--- src/rtl/panel_timing_seq.sv ---
// Frame timing sequencer for the panel gate driver and source mux: global reset,
// line scan with rotating CKV phases and CKH sub-phases, then vertical blanking.
module panel_timing_seq #(
   parameter int H_TOTAL     = 12,
   parameter int CKH_W       = 4,
   parameter int CKV_GAP     = 2,
   parameter int LINES       = 8,
   parameter int VBLANK      = 2,
   parameter int GRST_CYCLES = 5
) (
   input  logic clk_sys,
   input  logic rst_n,
   input  logic start,
   input  logic cont,
   input  logic stop_req,
   input  logic scan_dir,
   output logic stv1,
   output logic ckv1,
   output logic ckv2,
   output logic ckv3,
   output logic ckv4,
   output logic ckv5,
   output logic ckv6,
   output logic ckh1,
   output logic ckh2,
   output logic ckh3,
   output logic grst,
   output logic gas,
   output logic u2d,
   output logic d2u,
   output logic busy,
   output logic frame_done
);

   localparam int CW = 16;
   localparam logic [CW-1:0] ONE      = CW'(1);
   localparam logic [CW-1:0] H_LAST   = CW'(H_TOTAL - 1);
   localparam logic [CW-1:0] L_LAST   = CW'(LINES - 1);
   localparam logic [CW-1:0] B_LAST   = CW'((VBLANK > 0) ? (VBLANK - 1) : 0);
   localparam logic [CW-1:0] G_LAST   = CW'(GRST_CYCLES - 1);
   localparam logic [CW-1:0] G_END    = CW'(H_TOTAL - CKV_GAP);
   localparam logic [CW-1:0] CKH1_END = CW'(CKH_W);
   localparam logic [CW-1:0] CKH2_END = CW'(2 * CKH_W);
   localparam logic [CW-1:0] CKH3_END = CW'(3 * CKH_W);

   typedef enum logic [1:0] {
      S_IDLE  = 2'd0,
      S_GRST  = 2'd1,
      S_SCAN  = 2'd2,
      S_BLANK = 2'd3
   } state_t;

   state_t          r_state;
   state_t          w_state_nxt;
   logic [CW-1:0]   r_h_cnt;
   logic [CW-1:0]   w_h_nxt;
   logic [CW-1:0]   r_line_cnt;
   logic [CW-1:0]   w_line_nxt;
   logic [CW-1:0]   r_grst_cnt;
   logic [CW-1:0]   w_grst_nxt;
   logic [2:0]      r_ph;
   logic [2:0]      w_ph_nxt;
   logic            r_stop_pend;
   logic            w_stop_pend_nxt;
   logic            r_dir_lat;
   logic            w_dir_nxt;
   logic            w_stop_eff;
   logic            w_frame_end;

   logic            w_scan;
   logic            w_g;
   logic [2:0]      w_ckv_sel;
   logic [5:0]      w_ckv;
   logic [2:0]      w_ckh;

   logic            r_stv1;
   logic [5:0]      r_ckv;
   logic [2:0]      r_ckh;
   logic            r_grst;
   logic            r_u2d;
   logic            r_d2u;
   logic            r_busy;
   logic            r_frame_done;

   always_ff @(posedge clk_sys or negedge rst_n) begin
      if (!rst_n) begin
         r_state     <= S_IDLE;
         r_h_cnt     <= '0;
         r_line_cnt  <= '0;
         r_grst_cnt  <= '0;
         r_ph        <= '0;
         r_stop_pend <= 1'b0;
         r_dir_lat   <= 1'b0;
      end else begin
         r_state     <= w_state_nxt;
         r_h_cnt     <= w_h_nxt;
         r_line_cnt  <= w_line_nxt;
         r_grst_cnt  <= w_grst_nxt;
         r_ph        <= w_ph_nxt;
         r_stop_pend <= w_stop_pend_nxt;
         r_dir_lat   <= w_dir_nxt;
      end
   end

   // r_line_cnt counts active lines in SCAN and blanking lines in BLANK;
   // r_ph tracks line_cnt mod 6 so no divider is needed for the CKV rotation.
   always_comb begin
      w_state_nxt     = r_state;
      w_h_nxt         = r_h_cnt;
      w_line_nxt      = r_line_cnt;
      w_grst_nxt      = r_grst_cnt;
      w_ph_nxt        = r_ph;
      w_stop_pend_nxt = r_stop_pend;
      w_dir_nxt       = r_dir_lat;
      w_frame_end     = 1'b0;
      w_stop_eff      = r_stop_pend | stop_req;

      case (r_state)
         S_IDLE: begin
            if (start) begin
               w_state_nxt     = S_GRST;
               w_grst_nxt      = '0;
               w_dir_nxt       = scan_dir;
               w_stop_pend_nxt = 1'b0;
            end
         end
         S_GRST: begin
            w_stop_pend_nxt = w_stop_eff;
            if (r_grst_cnt == G_LAST) begin
               w_state_nxt = S_SCAN;
               w_h_nxt     = '0;
               w_line_nxt  = '0;
               w_ph_nxt    = '0;
               w_grst_nxt  = '0;
            end else begin
               w_grst_nxt = r_grst_cnt + ONE;
            end
         end
         S_SCAN: begin
            w_stop_pend_nxt = w_stop_eff;
            if (r_h_cnt == H_LAST) begin
               w_h_nxt = '0;
               if (r_line_cnt == L_LAST) begin
                  w_line_nxt = '0;
                  w_ph_nxt   = '0;
                  if (VBLANK == 0) begin
                     w_frame_end = 1'b1;
                  end else begin
                     w_state_nxt = S_BLANK;
                  end
               end else begin
                  w_line_nxt = r_line_cnt + ONE;
                  w_ph_nxt   = (r_ph == 3'd5) ? 3'd0 : (r_ph + 3'd1);
               end
            end else begin
               w_h_nxt = r_h_cnt + ONE;
            end
         end
         S_BLANK: begin
            w_stop_pend_nxt = w_stop_eff;
            if (r_h_cnt == H_LAST) begin
               w_h_nxt = '0;
               if (r_line_cnt == B_LAST) begin
                  w_line_nxt  = '0;
                  w_frame_end = 1'b1;
               end else begin
                  w_line_nxt = r_line_cnt + ONE;
               end
            end else begin
               w_h_nxt = r_h_cnt + ONE;
            end
         end
         default: begin
            w_state_nxt = S_IDLE;
         end
      endcase

      // A stop arriving in the very last blank cycle still wins over cont.
      if (w_frame_end) begin
         w_ph_nxt = '0;
         if (cont && !w_stop_eff) begin
            w_state_nxt = S_SCAN;
         end else begin
            w_state_nxt = S_IDLE;
         end
      end
   end

   // Strobes decode the next state so they line up with the counters they reflect.
   always_comb begin
      w_scan    = (w_state_nxt == S_SCAN);
      w_g       = w_scan && (w_h_nxt < G_END);
      w_ckv_sel = w_dir_nxt ? (3'd5 - w_ph_nxt) : w_ph_nxt;
      for (int k = 0; k < 6; k++) begin
         w_ckv[k] = w_g && (w_ckv_sel == 3'(k));
      end
      w_ckh[0] = w_scan && (w_h_nxt < CKH1_END);
      w_ckh[1] = w_scan && (w_h_nxt >= CKH1_END) && (w_h_nxt < CKH2_END);
      w_ckh[2] = w_scan && (w_h_nxt >= CKH2_END) && (w_h_nxt < CKH3_END);
   end

   always_ff @(posedge clk_sys or negedge rst_n) begin
      if (!rst_n) begin
         r_stv1       <= 1'b0;
         r_ckv        <= '0;
         r_ckh        <= '0;
         r_grst       <= 1'b0;
         r_u2d        <= 1'b1;
         r_d2u        <= 1'b0;
         r_busy       <= 1'b0;
         r_frame_done <= 1'b0;
      end else begin
         r_stv1       <= w_g && (w_line_nxt == '0);
         r_ckv        <= w_ckv;
         r_ckh        <= w_ckh;
         r_grst       <= (w_state_nxt == S_GRST);
         r_u2d        <= ~w_dir_nxt;
         r_d2u        <= w_dir_nxt;
         r_busy       <= (w_state_nxt != S_IDLE);
         r_frame_done <= w_frame_end;
      end
   end

   assign stv1       = r_stv1;
   assign ckv1       = r_ckv[0];
   assign ckv2       = r_ckv[1];
   assign ckv3       = r_ckv[2];
   assign ckv4       = r_ckv[3];
   assign ckv5       = r_ckv[4];
   assign ckv6       = r_ckv[5];
   assign ckh1       = r_ckh[0];
   assign ckh2       = r_ckh[1];
   assign ckh3       = r_ckh[2];
   assign grst       = r_grst;
   assign gas        = r_grst;
   assign u2d        = r_u2d;
   assign d2u        = r_d2u;
   assign busy       = r_busy;
   assign frame_done = r_frame_done;

endmodule

--- config.mk ---
export PLATFORM = sky130hd
export DESIGN_NAME = panel_timing_seq
export DESIGN_NICKNAME = d
export VERILOG_FILES = /design/src/rtl/panel_timing_seq.sv
export SDC_FILE = /design/constraint.sdc
export NUM_CORES = 1
export LEC_CHECK = 0
export BUFFER_PORTS_ARGS = -buffer_cell sky130_fd_sc_hd__buf_2
export CAP_MARGIN = 25
export CORE_MARGIN = 2
export CORE_UTILIZATION = 56
export CTS_CLUSTER_SIZE = 24
export DETAILED_ROUTE_END_ITERATION = 7
export PLACE_DENSITY = 0.71
export SYNTH_ARGS = -nofsm -noshare
export SYNTH_HDL_FRONTEND = slang
export SYNTH_SLANG_ARGS = --single-unit
--- constraint.sdc ---
create_clock -name clk_sys -period 3.32 [get_ports clk_sys]
set_input_delay 0.664 -clock clk_sys [delete_from_list [all_inputs] [get_ports clk_sys]]
set_output_delay 0.664 -clock clk_sys [all_outputs]
set_load 0.01 [all_outputs]
Word level (Yosys, flattened, before mapping):

Cells that the tools add are included.

* register bits: 69
* bits in latches: 0
* RAM bits: 0
* memory bits (read-only): 0
* input bits: 6
* output and inout port bits: 16
* memories: 0

* add/subtract/negate cells: 5
* $mul: 0
* divide/modulo/power cells: 0
* $lt $le $gt $ge: 6
* equality and inequality tests: 16
* shift operators: 0
* muxes and demuxes: 33
* bitwise logic cells: 2
* reductions and logical operators: 23

Operator list (number)
* 16-bit 2-to-1 mux: 9
* 16-bit one-hot mux with 2 select lines: 2
* 16-bit by 1-bit adder with 16-bit output, second input constant: 3
* 16-bit by 4-bit less-than comparator with 1-bit output, second input constant: 3
* 16-bit one-hot mux with 3 select lines: 1
* 16-bit by 3-bit == test with 1-bit output, second input constant: 2
* 3-bit 2-to-1 mux: 6
* 16-bit by 1-bit == test with 1-bit output, second input constant: 1
* 16-bit by 4-bit == test with 1-bit output, second input constant: 1
* 16-bit by 3-bit >= comparator with 1-bit output, second input constant: 1
* 16-bit by 4-bit >= comparator with 1-bit output, second input constant: 1
* 16-bit zero test: 1
* 16-bit by 3-bit less-than comparator with 1-bit output, second input constant: 1
* 1-bit logical AND: 14
* 2-bit 2-to-1 mux: 6
* 3-bit == test, second input constant: 3
* 2-bit == test, second input constant: 3
* 3-bit by 2-bit == test with 1-bit output, second input constant: 2
* 1-bit 2-to-1 mux: 6
* 2-bit one-hot mux with 3 select lines: 1
* 3-bit one-hot mux with 2 select lines: 1
* 2-bit by 1-bit == test with 1-bit output, second input constant: 2
* 2-bit nonzero test: 2
* 3-bit by 1-bit adder with 3-bit output, second input constant: 1
* 12 further kinds: 12

Longest topological paths before layout:

Gate-level depths: netlist of run 1.

* depth in word-level cells: 10
* depth in mapped cells: 11

Worst setup path after synthesis of run 1:

Ideal clock, no wire load.

* path kind: reg-to-reg
* from: register r_grst_cnt[0]
* to: register r_stv1, in the netlist stv1
* arrival time: 2729 ps
* slack: 495 ps
* stages on the path, launching flop included: 12
* path through: dfrtp_1 inv_1 ha_1 nor4bb_1 and4_1 nor2_1 buf_2 o21ai_0 or4b_1 nor4_4 nand2_2 nor4_2

* cells in the longest elaborated chain, start to end: 7
* elaborated cells on any way between the ends: 13
* those cells by class: order compare (1); eq/ne (2); mux (7); reduce/logical (3)

Ends and longest elaborated chain
* start, declared: RTL line 59 `logic [CW-1:0] r_grst_cnt;`
* start signal, assigned: RTL line 98 `r_grst_cnt <= w_grst_nxt;`
* 16-bit by 3-bit == test with 1-bit output (*): RTL line 129 `if (r_grst_cnt == G_LAST) begin`
* branches (longest 5 deep; another with 16-bit by 4-bit less-than comparator with 1-bit output)
* 1-bit logical AND (*): RTL line 213 `r_stv1 <= w_g && (w_line_nxt == '0);`
* end signal, assigned: RTL line 213
* end, declared: RTL line 76 `logic r_stv1;`

Every way passes the cells marked *.
A chain may end at the register's enable or synchronous reset.

Final worst setup path of run 1:

* from: register r_grst_cnt[0]
* to: register r_stv1, in the netlist stv1

* elaborated cells on any way between the ends: 13
* those cells by class: order compare (1); eq/ne (2); mux (7); reduce/logical (3)

RTL lines
* 16-bit by 3-bit == test with 1-bit output: RTL line 129
* 16-bit 2-to-1 mux: RTL line 129
* 16-bit one-hot mux with 2 select lines: RTL line 118 `case (r_state)`
* net w_h_nxt[13]: RTL line 56 `logic [CW-1:0] w_h_nxt;`
* 16-bit by 4-bit less-than comparator with 1-bit output: RTL line 192 `w_g = w_scan && (w_h_nxt < G_END);`
* 1-bit logical AND: RTL line 192
* 1-bit logical AND: RTL line 213

The timed path passes the listed nets, and every way through them passes these cells.

==> results of run 1 <==
## repair_timing
item / in CTS / in global routing
gates resized for setup: 0 / 17
setup buffers: 0 / 8
endpoints found under the setup margin: 0 / 7
## layout make-up
type,count,share of cell area
multi-input combinational,347,0.4911
tap,99,0.02557
sequential,69,0.3568
clock buffer,9,0.02557
timing repair buffer,48,0.06355
inverter,22,0.01705
clock inverter,7,0.02041
## power by group through the flow
stage | clock network [W] | registers (W) | logic, W
6_report | 0.000781 | 0.000996 | 0.00135
3_5_place_dp | 0 | 0.00101 | 0.00121
5_1_grt | 0.000829 | 0.00101 | 0.00149
2_1_floorplan | 0 | 0.00103 | 0.000809
4_1_cts | 0.000797 | 0.000994 | 0.00122
3_3_place_gp | 0 | 0.00100 | 0.00119
## synthesized netlist by cell type, types with 5 or more instances
cell	number	area share
mux2i_1	7	0.017
nand2b_1	9	0.013
o2bb2ai_1	6	0.013
a31oi_1	5	0.0074
clkbuf_1	10	0.0089
ha_1	9	0.027
inv_1	22	0.020
nand4_1	15	0.022
nand3_1	20	0.024
nor4_1	13	0.019
nor2_1	26	0.023
o22ai_1	5	0.0074
o21ai_0	49	0.058
o31ai_1	11	0.020
nor3_1	15	0.018
buf_2	6	0.0071
nand2_1	40	0.036
and3_1	10	0.015
a21oi_1	16	0.019
dfrtp_1	68	0.40
## through the flow
| stage | std cells | power [W] |
|---|---|---|
| 2_1_floorplan | 458 | 0.001843 |
| 3_3_place_gp | 577 | 0.002193 |
| 3_5_place_dp | 577 | 0.002219 |
| 4_1_cts | 593 | 0.003007 |
| 5_1_grt | 601 | 0.003321 |
| 6_report | 601 | 0.003125 |
## path summary, 6_finish.rpt
kind | start | end | slack (ps) | cells after the start
min in group clk_sys | d2u | u2d | 490 | 1
max in group asynchronous | rst_n | r_h_cnt[4] | 2140 | 2
worst max register to register | r_grst_cnt[0] | stv1 | 170 | 10
worst max-delay path | r_grst_cnt[0] | stv1 | 170 | 10
worst min-delay path | rst_n | r_ckv[4] | 400 | 1
worst min register to register | d2u | u2d | 490 | 1
## layout by cell type (no fill, tap or decap), types with 5 or more instances in the layout
| cell type | netlist | final |
|---|---|---|
| dfrtp_1 | 68 | 68 |
| o21ai_0 | 49 | 48 |
| nand2_1 | 40 | 40 |
| buf_4 | 2 | 27 |
| nor2_1 | 26 | 24 |
| inv_1 | 22 | 22 |
| buf_2 | 6 | 21 |
| nand3_1 | 20 | 20 |
| a21oi_1 | 16 | 16 |
| nand4_1 | 15 | 15 |
| nor3_1 | 15 | 15 |
| nor4_1 | 13 | 11 |
| o31ai_1 | 11 | 11 |
| and3_1 | 10 | 10 |
| nand2b_1 | 9 | 9 |
| clkbuf_8 | 0 | 9 |
| mux2i_1 | 7 | 7 |
| ha_1 | 9 | 7 |
| o2bb2ai_1 | 6 | 6 |
| nor4_2 | 4 | 5 |
| o22ai_1 | 5 | 5 |
| a31oi_1 | 5 | 5 |
## state kept, by name (all words and copies together) (netlist names)
name and cells:
r_stop_pend 1, stv1 1, r_grst_cnt 16, r_ckh 3
busy 1, r_state 2, u2d 1, r_line_cnt 16
gas 1, r_ckv 6, d2u 1, r_ph 3
frame_done 1, r_h_cnt 16
## kinds of logic after synthesis
group / synth area share
compound gates: 0.2123
flops: 0.4111
simple gates: 0.2822
xor+xnor: 0.006253
mux: 0.01667
buf+inv: 0.04466
fa+ha+maj: 0.02679
## worst reg2reg max path, cell delays in order, from the launching register on
cell	delay, ps
dfrtp_1	430
inv_1	70
ha_1	130
nor4bb_2	380
nand4_1	230
a32oi_1	320
o31ai_2	120
or4_4	560
nor4_4	340
nand2_2	200
nor4_2	290
## layer usage
layer / vias up / wire length (um) / track usage / part of all wire
met5: - / 0 / 0 / 0
met4: 0 / 234 / 0.1141 / 0.023
met3: 22 / 472 / 0.03506 / 0.046
met2: 114 / 5071 / 0.4073 / 0.50
met1: 1843 / 4446 / 0.3507 / 0.43
li1: 1811 / - / - / -
==> impl_metrics.env, run 1 <==
export IMPL_top_level_ports=22
export IMPL_setup_viol=0
export IMPL_vias_per_cell=6.306
export IMPL_cts_buffer_depth=2
export IMPL_hp_class="in2async"
export IMPL_syn_nets=473
export IMPL_switchingPower_w=0.001203
export IMPL_yosysWarningCount=0
export IMPL_seq_power_share=0.319
export IMPL_final_nets=512
export IMPL_area_growth_pct=15.24
export IMPL_synthArstFlopShare=1.000
export IMPL_worst_slew_margin_rel=0.4420
export IMPL_fmax_mhz=317.1
export IMPL_start_util=0.5794
export IMPL_fp_dieH_um=90.63
export IMPL_period_minus_slack_ps=3154
export IMPL_power_frac_clock=0.250
export IMPL_whs_ps=404.6
export IMPL_synthCells=458
export IMPL_cts_hold_buffers=0
export IMPL_vdd_drop_max_mv=0.3747
export IMPL_leakagePower_nw=2.073
export IMPL_required_ps=3580
export IMPL_first_iter_violations=218
export IMPL_cts_buffers=9
export IMPL_num_antenna_cells=0
export IMPL_drt_first_pass_iters=4
export IMPL_tightest_slew_ps=836.9
export IMPL_io_buffer_count=21
export IMPL_grt_pass1_wl_um=17030
export IMPL_dp_hpwl_um=7291
export IMPL_crit_slowest_cell="or4_4"
export IMPL_postPlaceCellArea_sq_um=4469
export IMPL_grt_pass1_vias=3532
export IMPL_status="finished clean"
export IMPL_antenna_found_initial=0
export IMPL_crit_path_max_incr_delay_ps=560
export IMPL_grt_use_total=0.2564
export IMPL_cts_tree="done"
export IMPL_cts_sinks=69
export IMPL_fp_row_count=31
export IMPL_fin_worst_skew_ps=8.337
export IMPL_drc=0
export IMPL_post_drt_wl_per_cell_um=17.01
export IMPL_antenna_left=0
export IMPL_core_sq_um=7253
export IMPL_drive_gt1_frac=0.2151
export IMPL_slew_violations=0
export IMPL_synth_edf_count=0
export IMPL_critPathMaxFanout=7
export IMPL_post_route_util=0.6678
export IMPL_netSwitchingFraction=0.3849
export IMPL_power_density_nw_per_um2=645.2
export IMPL_synth_avg_cell_area_sq_um=9.176
export IMPL_multi_input_area_sq_um=2379
export IMPL_die_area_sq_um=8214
export IMPL_arrival_ps=3410
export IMPL_wl_um=10230
export IMPL_cap_violations=0
export IMPL_worst_setup_path_end_kind="register"
export IMPL_cts_htree_levels=3
export IMPL_period_share=0.9500
export IMPL_power_share_combinational=0.431
export IMPL_netlist_cell_type_count=71
export IMPL_yosysSeqAreaShare=0.4111
export IMPL_critPathKind="reg2reg"
export IMPL_design_area_sq_um=4843
export IMPL_grt_max_degree=39
export IMPL_ys_ff_latch=69
export IMPL_fin_setup_tns_ps=0
export IMPL_internal_power_w=0.001922
export IMPL_seq_area_sq_um=1728
export IMPL_crit_chain="inv_1 > ha_1 > nor4bb_2 > nand4_1 > a32oi_1 > o31ai_2 > or4_4 > nor4_4 > nand2_2 > nor4_2"
export IMPL_ys_flop_type="dfrtp_1"
export IMPL_gp_congestion=0.8720
export IMPL_fill_cells=592
export IMPL_clock_latency_ps=350
export IMPL_timing_critical_path_buf_inv=1
export IMPL_dp_slack_ps=128.3
export IMPL_overflow=0
export IMPL_hold_viol=0
export IMPL_crit_family="simple AND/OR/NAND/NOR gates"
export IMPL_die_w_um=90.63
export IMPL_clkTransAtPathRegs_ps=80
export IMPL_clock_root_buffer="clkbuf_8"
export IMPL_netlist_area_sq_um=4203
export IMPL_worst_slack_ps=165.9
export IMPL_startpoint_type="register"
export IMPL_vias=3790
Note: power is estimated with default switching activity, not from simulation.
==> run 2: changes to the inputs <==
CELL_PAD_IN_SITES_DETAIL_PLACEMENT = 0   (was unset)
CELL_PAD_IN_SITES_GLOBAL_PLACEMENT = 1   (was unset)
CORE_UTILIZATION = 48   (was 56)
PLACE_DENSITY = 0.77   (was 0.71)
==> run 2 against run 1 <==
Effect of this change: wire length rose by 1.9%; maximum frequency rose by 2.4%; final cell count rose by 0.50%; clock power rose by 1%; flip-flop and latch count did not move; utilization fell by 11 points; count of clock-buffer cells in the layout did not move.
==> impl_metrics.env, run 2 (synthesized netlist as in run 1, its figures left out) <==
export IMPL_status="finished clean"
export IMPL_hp_class="in2async"
export IMPL_arrival_ps=3340
export IMPL_die_w_um=97.57
export IMPL_final_nets=506
export IMPL_slew_violations=0
export IMPL_period_share=0.9279
export IMPL_final_common_cell="dfrtp_1"
export IMPL_fin_cells=604
export IMPL_hold_viol=0
export IMPL_rsz0062_at_grt="no"
export IMPL_grt_pass1_vias=3571
export IMPL_startpoint="r_state[0]"
export IMPL_num_antenna_cells=0
export IMPL_startpoint_type="register"
export IMPL_critPathMaxFanout=9
export IMPL_die_area_sq_um=9520
export IMPL_cts_buffer_depth=2
export IMPL_antenna_found_initial=0
export IMPL_dp_hpwl_um=7485
export IMPL_grt_use_total=0.2282
export IMPL_vdd_drop_max_mv=0.2814
export IMPL_cts_buffers=9
export IMPL_reg2reg_to="stv1"
export IMPL_cts_tree="done"
export IMPL_setup_viol=0
export IMPL_cts_hold_buffers=0
export IMPL_post_cts_setup_buffers=0
export IMPL_antenna_left=0
export IMPL_cts_resized=0
export IMPL_drc=0
export IMPL_crit_slowest_cell="or4b_1"
export IMPL_fmax_mhz=324.6
export IMPL_cts_htree_levels=3
export IMPL_tightest_slew_ps=817.1
export IMPL_gp_congestion=0.8742
export IMPL_dp_slack_ps=173.0
export IMPL_worst_slack_ps=239.5
export IMPL_crit_path_max_incr_delay_ps=520
export IMPL_post_drt_wl_per_cell_um=17.25
export IMPL_power_density_nw_per_um2=631.2
export IMPL_fp_dieH_um=97.57
export IMPL_clock_root_buffer="clkbuf_8"
export IMPL_grt_pass1_wl_um=17540
export IMPL_drt_first_pass_iters=4
export IMPL_crit_chain="inv_1 > ha_1 > nor2_1 > a41o_2 > buf_4 > a21oi_1 > o21ai_0 > or4b_1 > nor4_4 > nand2_2 > nor4_2"
export IMPL_critPathKind="reg2reg"
export IMPL_start_util=0.4891
export IMPL_reg2reg_from="r_state[0]"
export IMPL_area_growth_pct=14.53
export IMPL_required_ps=3580
export IMPL_cts_sinks=69
export IMPL_reg_top3="r_grst_cnt x16, r_h_cnt x16, r_line_cnt x16"
export IMPL_seq_area_sq_um=1728
export IMPL_ff2ff_setup_slack_ps=240
export IMPL_vias_per_cell=6.036
export IMPL_vias=3646
export IMPL_final_cell_mix="68 x dfrtp_1, 49 x o21ai_0, 40 x nand2_1"
export IMPL_clock_latency_ps=350
export IMPL_clkTransAtPathRegs_ps=90
export IMPL_top_level_ports=22
export IMPL_first_iter_violations=118
export IMPL_fin_worst_skew_ps=11.64
export IMPL_overflow=0
export IMPL_leakagePower_nw=2.054
export IMPL_reg2reg_depth=11
export IMPL_worst_slew_margin_rel=0.4553
export IMPL_crit_end="stv1"
export IMPL_io_buffer_count=21
export IMPL_cap_violations=0
export IMPL_wl_um=10420
export IMPL_worst_setup_path_end_kind="register"
export IMPL_drive_gt1_frac=0.1996
export IMPL_period_minus_slack_ps=3080
export IMPL_multi_input_area_sq_um=2370
export IMPL_core_sq_um=8593
export IMPL_grt_max_degree=36
export IMPL_fp_row_count=34
export IMPL_fill_cells=777
export IMPL_fin_setup_tns_ps=0
export IMPL_dpl_cell_count=588
## run 2: changes by cell type in the layout (fill, tap and decap cells not counted), moves of 2 or more
cell / previous run / this run
ha_1: 7 / 9
buf_4: 27 / 20
nor4_1: 11 / 8
nor2_1: 24 / 26
nor2_2: 2 / 0
nor4_2: 5 / 8
## run 2: critical path: cells and delay by family (launching register included)
kind	cells	cell delay, ps
adders and majority gates	1	310
AOI/OAI and AO/OA	3	480
DFF	1	440
and+or+nand+nor	5	1460
buffers and inverters	2	290
## run 2: report_power, final
part	total [W]	switching [W]	leakage [nW]	internal, W
clock	0.000789	0.000362	0.110	0.000427
combinational	0.00125	0.000758	1.00	0.000494
sequential	0.000998	0.0000638	0.943	0.000934
total	0.00304	0.00118	2.05	0.00185
## run 2: cell type report
class                   instances  area share
flip-flops and latches         69      0.3590
repair buffers                 42     0.05719
clock buffers                   9     0.02573
clock inverters                 7     0.02054
well taps                     108     0.02807
multi-input cells             347      0.4923
inverters                      22     0.01716
## run 2: stage by stage
stage	cell area, sq um	power [W]	util	hold WS (ps)
finish	4813	0.003038	0.5601	396.7
detailed placement	4508	0.002249	0.5246	483.4
CTS	4731	0.003044	0.5505	418.9
floorplan	4203	0.001843	-	368.4
global route	4813	0.003238	0.5601	473.8
global placement	4508	0.002240	0.5246	459.8
## run 2: how the worst min path moves through the flow
stage	startpoint	to	slack, ps	depth (start not counted)
after floorplan	rst_n	busy	370	0
after global placement	d2u	u2d	460	1
after detailed placement	d2u	u2d	480	1
after CTS	rst_n	r_grst_cnt[7]	420	1
after global routing	rst_n	r_ckv[0]	470	1
final	rst_n	r_ckv[1]	400	1
## run 2: layer usage
| metal | global-route usage | vias up | routed length (um) |
|---|---|---|---|
| met5 | 0 | - | 0 |
| met1 | 0.3082 | 1782 | 4951 |
| met3 | 0.03741 | 2 | 354 |
| met2 | 0.3703 | 63 | 5068 |
| met4 | 0.08440 | 0 | 42 |
| li1 | - | 1799 | - |
==> run 3: changes to the inputs <==
PLACE_DENSITY = unset   (was 0.77)
PLACE_DENSITY_LB_ADDON = 0.1   (was unset)
==> run 3 against run 2 <==
Effect of this change: wire length decreased by 2.2%; count of clock-buffer cells in the layout is 1 higher; flip-flop and latch count did not move; utilization down 1.3 points; clock power decreased by 12%; global-route usage shrank 0.45 points; largest power group unchanged; largest cell class unchanged.
==> impl_metrics.env, run 3 (synthesized netlist as in run 1, its figures left out) <==
export IMPL_num_antenna_cells=0
export IMPL_status="finished clean"
export IMPL_area_growth_pct=11.97
export IMPL_die_w_um=97.57
export IMPL_wl_um=10190
export IMPL_worst_slew_margin_rel=0.4002
export IMPL_grt_pass1_wl_um=17250
export IMPL_start_util=0.4891
export IMPL_drt_first_pass_iters=4
export IMPL_postPlaceCellArea_sq_um=4466
export IMPL_clock_latency_ps=350
export IMPL_antenna_found_initial=0
export IMPL_design_area_sq_um=4706
export IMPL_vdd_drop_max_mv=0.2518
export IMPL_clock_root_buffer="clkbuf_8"
export IMPL_tightest_slew_ps=899.7
export IMPL_grt_max_degree=70
export IMPL_cts_buffer_depth=2
export IMPL_cts_htree_levels=3
export IMPL_period_minus_slack_ps=3129
export IMPL_required_ps=3570
export IMPL_final_nets=502
export IMPL_fp_row_count=34
export IMPL_final_common_cell="dfrtp_1"
export IMPL_final_cell_mix="67 x dfrtp_1, 49 x o21ai_0, 40 x nand2_1"
export IMPL_core_sq_um=8593
export IMPL_cts_hold_buffers=0
export IMPL_overflow=0
export IMPL_top_level_ports=22
export IMPL_clkTransAtPathRegs_ps=80
export IMPL_p_total_w=0.002936
export IMPL_fmax_mhz=319.6
export IMPL_power_density_nw_per_um2=623.9
export IMPL_cts_sinks=69
export IMPL_grt_use_total=0.2237
export IMPL_fp_dieH_um=97.57
export IMPL_post_route_util=0.5476
export IMPL_dp_hpwl_um=7144
export IMPL_drive_gt1_frac=0.1809
export IMPL_whs_path_depth=1
export IMPL_io_buffer_count=21
export IMPL_period_share=0.9426
export IMPL_critPathKind="reg2reg"
export IMPL_antenna_left=0
export IMPL_hold_viol=0
export IMPL_vias=3616
export IMPL_setup_viol=0
export IMPL_cts_tree="done"
export IMPL_die_area_sq_um=9520
export IMPL_first_iter_violations=146
export IMPL_rsz0062_at_grt="no"
export IMPL_hp_class="reg2reg"
export IMPL_grt_pass1_vias=3385
export IMPL_vias_per_cell=6.027
export IMPL_dp_slack_ps=103.7
export IMPL_cts_buffers=9
export IMPL_cap_violations=0
export IMPL_drc=0
export IMPL_arrival_ps=3380
export IMPL_slew_violations=0
export IMPL_post_drt_wl_per_cell_um=16.98
export IMPL_startpoint_type="register"
export IMPL_worst_slack_ps=190.7
export IMPL_worst_setup_path_end_kind="register"
export IMPL_fin_setup_tns_ps=0
export IMPL_reg2reg_depth=10
export IMPL_critPathMaxFanout=9
export IMPL_leakagePower_nw=2.002
export IMPL_gp_congestion=0.8877
export IMPL_fin_worst_skew_ps=8.091
export IMPL_reg_top3="r_grst_cnt x16, r_h_cnt x16, r_line_cnt x16"
## run 3: changes by cell type in the layout (fill, tap and decap cells not counted), sizes merged
cell,delta
clkbuf,+1
bufinv,-1
clkinvlp,+1
inv,-1
buf,-4
## run 3: what timing repair did
item,CTS,global route
gates resized for setup,0,7
hold endpoints to repair,0,0
endpoints found under the setup margin,0,8
setup buffers,0,0
## run 3: final timing paths
path	start	to	slack, ps
max	r_state[0]	r_ckv[3]	190
min	d2u	u2d	470
max reg2reg	r_state[0]	r_ckv[3]	190
min reg2reg	d2u	u2d	470
max in group asynchronous	rst_n	r_h_cnt[0]	2160
min in group asynchronous	rst_n	r_ckv[5]	490
## run 3: final cells by class
type | instances | area [sq um]
fill | 790 | 3887
multi-input combinational | 347 | 2335
sequential | 69 | 1729
timing repair buffer | 38 | 232.7
tap | 108 | 135.1
clock buffer | 10 | 127.6
inverter | 22 | 82.58
clock inverter | 6 | 63.81
## run 3: where the power goes
part,internal [W],total [W],switching [W]
clock network,0.000346,0.000695,0.000349
registers,0.000935,0.000996,0.0000603
logic,0.000483,0.00125,0.000763
## run 3: worst max-delay path, cell delays in order (launching register included)
cell and delay [ps]:
dfrtp_1 440, inv_1 110, ha_1 250, nor4_1 250, and4_1 300, nor2_1 180, o2bb2ai_1 190, or4_4 530
nor4_4 300, nand2_2 170, nor4_1 290
## run 3: per-stage QoR
step	cells	hold slack, ps
floorplan	458	368.4
global placement	584	458.5
detailed placement	584	466.1
CTS	600	477.4
global route	600	510.4
finish	600	471.3
## run 3: routing by layer
layer	track usage	vias up	routed length, um	share of wire
met1	0.3110	1729	4795	0.47
met3	0.03813	19	319	0.031
met4	0.08868	0	221	0.022
li1	-	1796	-	-
met2	0.3491	72	4853	0.48
met5	0	-	0	0
